### config.mk
export PLATFORM = sky130hd
export DESIGN_NAME = fwd_hazard_ctrl_flat
export DESIGN_NICKNAME = d
export VERILOG_FILES = /design/src/rtl/fwd_hazard_ctrl_if.sv /design/src/rtl/fwd_hazard_ctrl.sv /design/src/flat_wrapper.sv
export SDC_FILE = /design/constraint.sdc
export NUM_CORES = 1
export LEC_CHECK = 0
export CORE_MARGIN = 1
export CORE_UTILIZATION = 45
export CTS_CLUSTER_SIZE = 14
export DETAILED_ROUTE_END_ITERATION = 10
export HOLD_SLACK_MARGIN = 0.06
export PLACE_DENSITY = 0.8
export SYNTH_ARGS = -nofsm -noshare
export SYNTH_HDL_FRONTEND = slang
export SYNTH_SLANG_ARGS = --single-unit
### constraint.sdc
create_clock -name clk -period 2.7 [get_ports clk]
set_input_delay 0.81 -clock clk [delete_from_list [all_inputs] [get_ports clk]]
set_output_delay 0.81 -clock clk [all_outputs]
set_load 0.01 [all_outputs]
### src/rtl/fwd_hazard_ctrl_if.sv
// Bundle between the EX stage and the forwarding/hazard controller.
// Latency: wires only.
// Backpressure: none; stall is a combinational request back to the pipeline.
interface fwd_hazard_ctrl_if #(
  parameter int DEPTH   = 2,
  parameter int NUM_SRC = 2,
  parameter int AW      = 5,
  parameter int CNT_W   = 16
);
  localparam int SW = $clog2(DEPTH + 1);

  logic                   advance;
  logic                   flush;
  logic                   ex_valid;
  logic [AW-1:0]          ex_rd;
  logic                   ex_we;
  logic                   ex_is_load;
  logic [NUM_SRC*AW-1:0]  ex_rs;
  logic [NUM_SRC-1:0]     ex_rs_used;
  logic                   mem_resp;
  logic [NUM_SRC*SW-1:0]  fwd_sel;
  logic                   stall;
  logic [CNT_W-1:0]       stall_cycles;
  logic [CNT_W-1:0]       stall_events;

  // Pipeline side: drives the EX instruction description, consumes select/stall.
  modport master (
    output advance, flush, ex_valid, ex_rd, ex_we, ex_is_load, ex_rs, ex_rs_used, mem_resp,
    input  fwd_sel, stall, stall_cycles, stall_events
  );

  // Controller side.
  modport slave (
    input  advance, flush, ex_valid, ex_rd, ex_we, ex_is_load, ex_rs, ex_rs_used, mem_resp,
    output fwd_sel, stall, stall_cycles, stall_events
  );
endinterface

### src/rtl/fwd_hazard_ctrl.sv
// Forwarding-source select and load-use stall for the EX stage, with stall perf counters.
// Latency: fwd_sel/stall are combinational (zero cycle); shadow and counters update on clk.
// Backpressure: raises stall while a source needs load data not yet forwardable; flush overrides.
module fwd_hazard_ctrl #(
  parameter int DEPTH          = 2,
  parameter int NUM_SRC        = 2,
  parameter int AW             = 5,
  parameter int LOAD_FWD_STAGE = 1,
  parameter int CNT_W          = 16
) (
  input  logic                clk,
  input  logic                rst_n,
  fwd_hazard_ctrl_if.slave    hz
);
  localparam int SW = $clog2(DEPTH + 1);

  typedef struct packed {
    logic          v;
    logic [AW-1:0] rd;
    logic          ld;
  } shadow_t;

  typedef enum logic {ST_RUN, ST_STALL} state_t;

  shadow_t          shd_q [1:DEPTH];
  shadow_t          shd_d [1:DEPTH];
  state_t           state_q, state_d;
  logic [CNT_W-1:0] cyc_q, cyc_d;
  logic [CNT_W-1:0] evt_q, evt_d;
  logic [NUM_SRC-1:0] hazard;
  logic             stall_w;
  logic             evt_inc;

  // Per source: youngest matching in-flight producer wins; a load there may block.
  always_comb begin
    logic [AW-1:0] rs_j;
    logic          hit;
    hz.fwd_sel = '0;
    hazard     = '0;
    rs_j       = '0;
    hit        = 1'b0;
    for (int j = 0; j < NUM_SRC; j++) begin
      rs_j = hz.ex_rs[j*AW +: AW];
      hit  = 1'b0;
      for (int k = 1; k <= DEPTH; k++) begin
        if (!hit && hz.ex_rs_used[j] && (rs_j != '0) && shd_q[k].v && (shd_q[k].rd == rs_j)) begin
          hit = 1'b1;
          hz.fwd_sel[j*SW +: SW] = SW'(k);
          if (shd_q[k].ld && ((k < LOAD_FWD_STAGE) || ((k == LOAD_FWD_STAGE) && !hz.mem_resp)))
            hazard[j] = 1'b1;
        end
      end
    end
  end

  assign stall_w  = hz.ex_valid & ~hz.flush & (|hazard);
  assign hz.stall = stall_w;

  // Shadow shift: stalled or flushed EX enters as a bubble; older stages always move.
  always_comb begin
    for (int k = 1; k <= DEPTH; k++) shd_d[k] = shd_q[k];
    if (hz.advance) begin
      shd_d[1] = {hz.ex_valid & hz.ex_we & (hz.ex_rd != '0) & ~stall_w & ~hz.flush,
                  hz.ex_rd, hz.ex_is_load};
      for (int k = 2; k <= DEPTH; k++) shd_d[k] = shd_q[k-1];
    end
  end

  // RUN/STALL tracker; an episode is counted only on entry to STALL.
  always_comb begin
    state_d = state_q;
    evt_inc = 1'b0;
    case (state_q)
      ST_RUN:   if (stall_w) begin state_d = ST_STALL; evt_inc = 1'b1; end
      ST_STALL: if (!stall_w) state_d = ST_RUN;
      default:  state_d = ST_RUN;
    endcase
  end

  // Saturating performance counters.
  always_comb begin
    cyc_d = cyc_q;
    evt_d = evt_q;
    if (stall_w && (cyc_q != '1)) cyc_d = cyc_q + 1'b1;
    if (evt_inc && (evt_q != '1)) evt_d = evt_q + 1'b1;
  end

  // State registers; reset clears everything immediately.
  always_ff @(posedge clk or negedge rst_n) begin
    if (!rst_n) begin
      for (int k = 1; k <= DEPTH; k++) shd_q[k] <= '0;
      state_q <= ST_RUN;
      cyc_q   <= '0;
      evt_q   <= '0;
    end else begin
      for (int k = 1; k <= DEPTH; k++) shd_q[k] <= shd_d[k];
      state_q <= state_d;
      cyc_q   <= cyc_d;
      evt_q   <= evt_d;
    end
  end

  assign hz.stall_cycles = cyc_q;
  assign hz.stall_events = evt_q;
endmodule
### src/flat_wrapper.sv
// flat-port wrapper written by rule: the top's interface ports become plain ports
module fwd_hazard_ctrl_flat 
#(
  parameter int DEPTH          = 2,
  parameter int NUM_SRC        = 2,
  parameter int AW             = 5,
  parameter int LOAD_FWD_STAGE = 1,
  parameter int CNT_W          = 16
)
  (clk, rst_n, hz_advance, hz_flush, hz_ex_valid, hz_ex_rd, hz_ex_we, hz_ex_is_load, hz_ex_rs, hz_ex_rs_used, hz_mem_resp, hz_fwd_sel, hz_stall, hz_stall_cycles, hz_stall_events);
  fwd_hazard_ctrl_if #(.DEPTH(DEPTH), .NUM_SRC(NUM_SRC), .AW(AW), .CNT_W(CNT_W)) hz_i ();
  input  logic clk;
  input  logic rst_n;
  input wire logic [$bits(hz_i.advance)-1:0] hz_advance;
  input wire logic [$bits(hz_i.flush)-1:0] hz_flush;
  input wire logic [$bits(hz_i.ex_valid)-1:0] hz_ex_valid;
  input wire logic [$bits(hz_i.ex_rd)-1:0] hz_ex_rd;
  input wire logic [$bits(hz_i.ex_we)-1:0] hz_ex_we;
  input wire logic [$bits(hz_i.ex_is_load)-1:0] hz_ex_is_load;
  input wire logic [$bits(hz_i.ex_rs)-1:0] hz_ex_rs;
  input wire logic [$bits(hz_i.ex_rs_used)-1:0] hz_ex_rs_used;
  input wire logic [$bits(hz_i.mem_resp)-1:0] hz_mem_resp;
  output wire logic [$bits(hz_i.fwd_sel)-1:0] hz_fwd_sel;
  output wire logic [$bits(hz_i.stall)-1:0] hz_stall;
  output wire logic [$bits(hz_i.stall_cycles)-1:0] hz_stall_cycles;
  output wire logic [$bits(hz_i.stall_events)-1:0] hz_stall_events;
  assign hz_i.advance = hz_advance;
  assign hz_i.flush = hz_flush;
  assign hz_i.ex_valid = hz_ex_valid;
  assign hz_i.ex_rd = hz_ex_rd;
  assign hz_i.ex_we = hz_ex_we;
  assign hz_i.ex_is_load = hz_ex_is_load;
  assign hz_i.ex_rs = hz_ex_rs;
  assign hz_i.ex_rs_used = hz_ex_rs_used;
  assign hz_i.mem_resp = hz_mem_resp;
  assign hz_fwd_sel = hz_i.fwd_sel;
  assign hz_stall = hz_i.stall;
  assign hz_stall_cycles = hz_i.stall_cycles;
  assign hz_stall_events = hz_i.stall_events;
  fwd_hazard_ctrl #(.DEPTH(DEPTH), .NUM_SRC(NUM_SRC), .AW(AW), .LOAD_FWD_STAGE(LOAD_FWD_STAGE), .CNT_W(CNT_W)) u_core (.clk(clk), .rst_n(rst_n), .hz(hz_i));
endmodule
* Yosys cells after proc, flatten, opt, wreduce, memory -nomap -nowiden
Cells that the tools add are included.
** Storage, ports and cells
- ROM bits :: 0
- Register bits :: 46
- Output and inout bits :: 37
- Latch bits :: 0
- Memories :: 0
- Memory bits (writable) :: 0
** Cells by class
- Divide/modulo/power cells :: 0
- Bitwise gates (word level) :: 8
- $mul :: 0
- Equality and inequality tests :: 6
- Shift-type cells :: 0
- Muxes and demuxes :: 11
- Reductions and logical operators :: 24
- Order comparisons :: 0
- $add $sub $neg :: 2
** Operators with widths (number)
- adder 16 x 1 -> 16 bit, second input constant :: 2
- != test 16 bit, second input constant :: 2
- equality test 5 bit :: 4
- logical AND 1 bit :: 17
- nonzero test 5 bit :: 3
- 2-to-1 mux 1 bit :: 9
- AND 1 bit :: 6
- 2-to-1 mux 2 bit :: 2
- logical NOT 1 bit :: 3
- NOT 1 bit :: 2
- OR reduction 2 bit :: 1

* Longest topological paths before layout
- Depth after elaboration :: 11
- Gate-level depth with buffers :: 7
- Gate-level depth less buffers :: 7

* Worst setup path after synthesis
No wires, ideal clock.
- Kind :: input to output
- From :: input port hz_ex_rs[2]
- To :: output port hz_stall
- Stages :: 6
- Setup slack :: -144 ps
- Data arrival time :: 2034 ps
- Cell sequence :: xnor2_1 -> nand4_1 -> nor4_4 -> nor2_2 -> buf_6 -> nor2_1
** On the way
- Longest elaborated chain between the ends :: 7
- Elaborated cells between the ends (all ways) :: 8
- Those cells by class :: eq/ne (1); mux (1); bitwise (1); reduce/logical (5)
** Ends and longest elaborated chain
- start: declaration :: line flat_wrapper.sv:20 : input wire logic [$bits(hz_i.ex_rs)-1:0] hz_ex_rs;
- nonzero test 5 bit :: line fwd_hazard_ctrl.sv:46 : if (!hit && hz.ex_rs_used[j] && (rs_j != '0) && shd_q[k].v && (shd_q[k].rd == rs_j)) begin
- logical AND 1 bit (2 in series) :: line fwd_hazard_ctrl.sv:46
- logical AND 1 bit * :: line fwd_hazard_ctrl.sv:46
- 2-to-1 mux 1 bit * :: line fwd_hazard_ctrl.sv:46
- OR reduction 2 bit * :: line fwd_hazard_ctrl.sv:56 : assign stall_w = hz.ex_valid & ~hz.flush & (|hazard);
- AND 1 bit * :: line fwd_hazard_ctrl.sv:56
- end: declaration :: line flat_wrapper.sv:24 : output wire logic [$bits(hz_i.stall)-1:0] hz_stall;
Every way passes the cells marked *; elsewhere a longest branch is shown, timed or not.

* Final worst setup path
- From :: input port hz_ex_rs[8]
- To :: output port hz_fwd_sel[3]
** On the way
- Longest elaborated chain between the ends :: 11
- Elaborated cells between the ends (all ways) :: 13
- Those cells by class :: eq/ne (2); mux (2); reduce/logical (9)
** Ends and longest elaborated chain
- nonzero test 5 bit :: line fwd_hazard_ctrl.sv:46
- logical AND 1 bit (3 in series) :: line fwd_hazard_ctrl.sv:46
- 2-to-1 mux 1 bit :: line fwd_hazard_ctrl.sv:46
- logical NOT 1 bit :: line fwd_hazard_ctrl.sv:46
- logical AND 1 bit (3 in series) :: line fwd_hazard_ctrl.sv:46
- logical AND 1 bit * :: line fwd_hazard_ctrl.sv:46
- 2-to-1 mux 2 bit * :: line fwd_hazard_ctrl.sv:46
- end: declaration :: line flat_wrapper.sv:23 : output wire logic [$bits(hz_i.fwd_sel)-1:0] hz_fwd_sel;
Marks and branches as above.

==> impl_metrics.json <==
{
  "r2r_setup_slack_ns": 0.42,
  "cts-root-buf": "clkbuf_8",
  "grt_pass1_vias": 2194,
  "wl_microns": 6140,
  "final-setup-viol-count": 5,
  "rows": 27,
  "grt_start_max_net_pins": 47,
  "arrival_ns": 2.17,
  "syn_nets": 250,
  "synth.area.mux_share": 0.0715,
  "die_area_sq_um": 6020,
  "coreArea_sq_um": 5510,
  "yosysTopAreaCell": "dfrtp_1",
  "layout_common_cells": "46 x dfrtp_1, 43 x clkdlybuf4s50_1, 31 x xor2_1",
  "postCtsHoldBufs": 0,
  "io_pins": 62,
  "failed_checks": "setup timing",
  "netlist_area_sq_um": 2570,
  "clkTransAtPathRegs_ns": 0.08,
  "synth_top_area_share": 0.448,
  "ys_ff_latch": 46,
  "seq_area_sq_um": 1150,
  "h-tree-depth": 2,
  "antenna_cells": 0,
  "fmax_ghz": 0.336,
  "synthTopCellsByArea": "dfrtp_1 45%, xor2_1 11%, mux2_2 6.6%",
  "async_flop_share": 1.00,
  "holdWs_ns": 0.500,
  "powerDensity_nw_per_um2": 364,
  "synth-compound-area-share": 0.0263,
  "synth_top_family_by_area": "simple AND/OR/NAND/NOR gates",
  "avgSynthCellArea_sq_um": 11.5,
  "cap_violations": 0,
  "cts_buffers": 5,
  "end_kind": "primary output",
  "multiInputGateArea_sq_um": 1480,
  "slew_viol_final": 0,
  "layout_commonest_cell": "dfrtp_1",
  "drt_iter0_drc": 54,
  "grt_pass1_wl_microns": 10500,
  "ctsLongestPathBuffers": 2,
  "vias": 2108,
  "min_to": "u_core.hz.stall_cycles[4]$_DFFE_PN0P_",
  "worst_slew_pin_slew_ns": 0.622,
  "antenna_found_initial": 0,
  "worstHoldStart": "u_core.hz.stall_cycles[4]$_DFFE_PN0P_",
  "ys.flop_type": "dfrtp_1",
  "ys_warn_count": 0,
  "status": "finished with violations",
  "vias_per_cell": 5.32,
  "ant_nets": 0,
  "dr.pass1.iters": 5,
  "cts_tree": "yes",
  "synth-simple-area-share": 0.261,
  "cp.required_ns": 1.89,
  "syn_inst": 223,
  "p_total_w": 0.00135,
  "clkSinkCount": 46,
  "setup_slack_ns": -0.275,
  "start_kind": "input port",
  "skew_ns": 0.0115,
  "synthToLayoutAreaGrowth_pct": 43.7,
  "finalWeightedCongestion": 0.861,
  "rsz0062_at_grt": "yes",
  "dieWidth_microns": 77.6,
  "wire_per_inst_microns": 15.5,
  "synth-seq-area-share": 0.448,
  "r2r-end": "u_core.hz.stall_cycles[14]$_DFFE_PN0P_",
  "r2r_cells": 8,
  "holdPathStages": 1,
  "die_y_microns": 77.6,
  "grt_overflow": 0,
  "layout-drive-gt1-share": 0.321,
  "max_slew_margin": 0.584,
  "synth_xor_area_frac": 0.166,
  "period_share": 1.10,
  "port_buffers": 61,
  "clk_latency_ns": 0.30,
  "synthAdderAreaFrac": 0.00973,
  "critPathMaxFanout": 2,
  "grt_usage": 0.227,
  "synthDistinctLibCells": 37,
  "drc": 0,
  "path_class": "in -> out",
  "hp-class": "reg -> reg",
  "dp_hpwl_microns": 4450,
  "synth_edf_count": 0,
  "reg2reg_from": "u_core.shd_q[9]$_DFFE_PN0P_",
  "layout_min_cycle_time_ns": 2.98,
  "ir_worst_vdd_mv": 0.360,
  "nNetsFinal": 350,
  "initial_core_util": 0.467,
  "leakagePower_nw": 1.68,
  "finalHoldViolCount": 0,
  "fillCellCount": 422
}
==> area by class of cell <==
cell class                      count  share of cell area
Clock buffer                        6              0.0196
Inverter                            5             0.00508
Sequential cell                    46               0.311
Tap cell                           72              0.0244
Clock inverter                      2             0.00372
Multi-Input combinational cell    169               0.399
Timing Repair Buffer               96               0.237
==> sequential cells by signal, indices dropped and copies added, names as in the netlist <==
signal and flops:
u_core.hz.stall_cycles 16, u_core.hz.stall_events 16, u_core.shd_q 13, u_core.state_q 1
==> cell usage after synthesis, drive strengths merged (2+ instances only) <==
library cell and n:
and3 2, buf 2, dfrtp 46, ha 2, inv 5, mux2 16
nand2 14, nand3 15, nand4 7, nand4b 2, nor2 15, nor3 11
nor3b 2, nor4 10, nor4b 3, o21ai 4, or2 3, or3 3
or4 4, xnor2 17, xor2 31
==> metal layers <==
layer	global-route usage	wire length (microns)	up-vias
li1	-	-	994
met4	0.0868	182	0
met5	0	0	-
met1	0.273	2500	1029
met2	0.397	3170	65
met3	0.0447	289	20
==> metrics by stage <==
stage | util | setup TNS, ns | std cells | cell area, sq um | setup slack [ns]
finish | 0.671 | -0.833 | 396 | 3700 | -0.275
global route | 0.671 | -1.04 | 396 | 3700 | -0.324
CTS | 0.664 | -0.745 | 394 | 3660 | -0.250
detailed placement | 0.627 | -12.83 | 378 | 3450 | -0.937
global placement | 0.627 | -11.20 | 378 | 3450 | -0.907
floorplan | - | -0.193 | 223 | 2590 | -0.0854
==> repair_timing <==
action / CTS / global route
gates resized for setup: 77 / 7
pin swaps: 16 / 7
cloned: 0 / 0
endpoints found under the setup margin: 12 / 13
setup buffers: 8 / 5
==> logic make-up (layout without fill, tap and decap cells) <==
family                     count (synthesis)  count (layout)
AOI/OAI and AO/OA                          7               7
xor gates and xnor gates                  48              48
adders and majority gates                  2               2
buffers and inverters                      8             109
DFF                                       46              46
muxes                                     16              16
and+or+nand+nor                           96              96
==> worst max path at each step <==
| stage | from | endpoint | slack [ns] | cells past startpoint |
|---|---|---|---|---|
| after global routing | hz_ex_rs[8] | hz_fwd_sel[3] | -0.32 | 7 |
| after floorplan | hz_ex_rs[5] | hz_stall | -0.09 | 6 |
| after global placement | hz_ex_rs[0] | hz_fwd_sel[1] | -0.91 | 6 |
| final | hz_ex_rs[8] | hz_fwd_sel[3] | -0.28 | 7 |
| after CTS | hz_ex_rs[9] | hz_fwd_sel[3] | -0.25 | 7 |
| after detailed placement | hz_ex_rs[8] | hz_fwd_sel[3] | -0.94 | 6 |
==> critical path, cell delays in order <==
cell     delay (ns)
buf_6          0.09
or4_4          0.54
o21ai_4        0.20
nor4_4         0.07
buf_4          0.16
nor3_2         0.14
buf_2          0.15
==> where the power goes <==
| part | total (W) | leakage [nW] | switching (W) | internal [W] |
|---|---|---|---|---|
| Clock | 0.000413 | 0.0452 | 0.000231 | 0.000183 |
| Sequential | 0.000745 | 0.601 | 0.0000331 | 0.000711 |
| Combinational | 0.000189 | 1.04 | 0.0000801 | 0.000109 |
| Total | 0.00135 | 1.68 | 0.000344 | 0.00100 |
No activity file was read; power rests on OpenSTA's default activity.
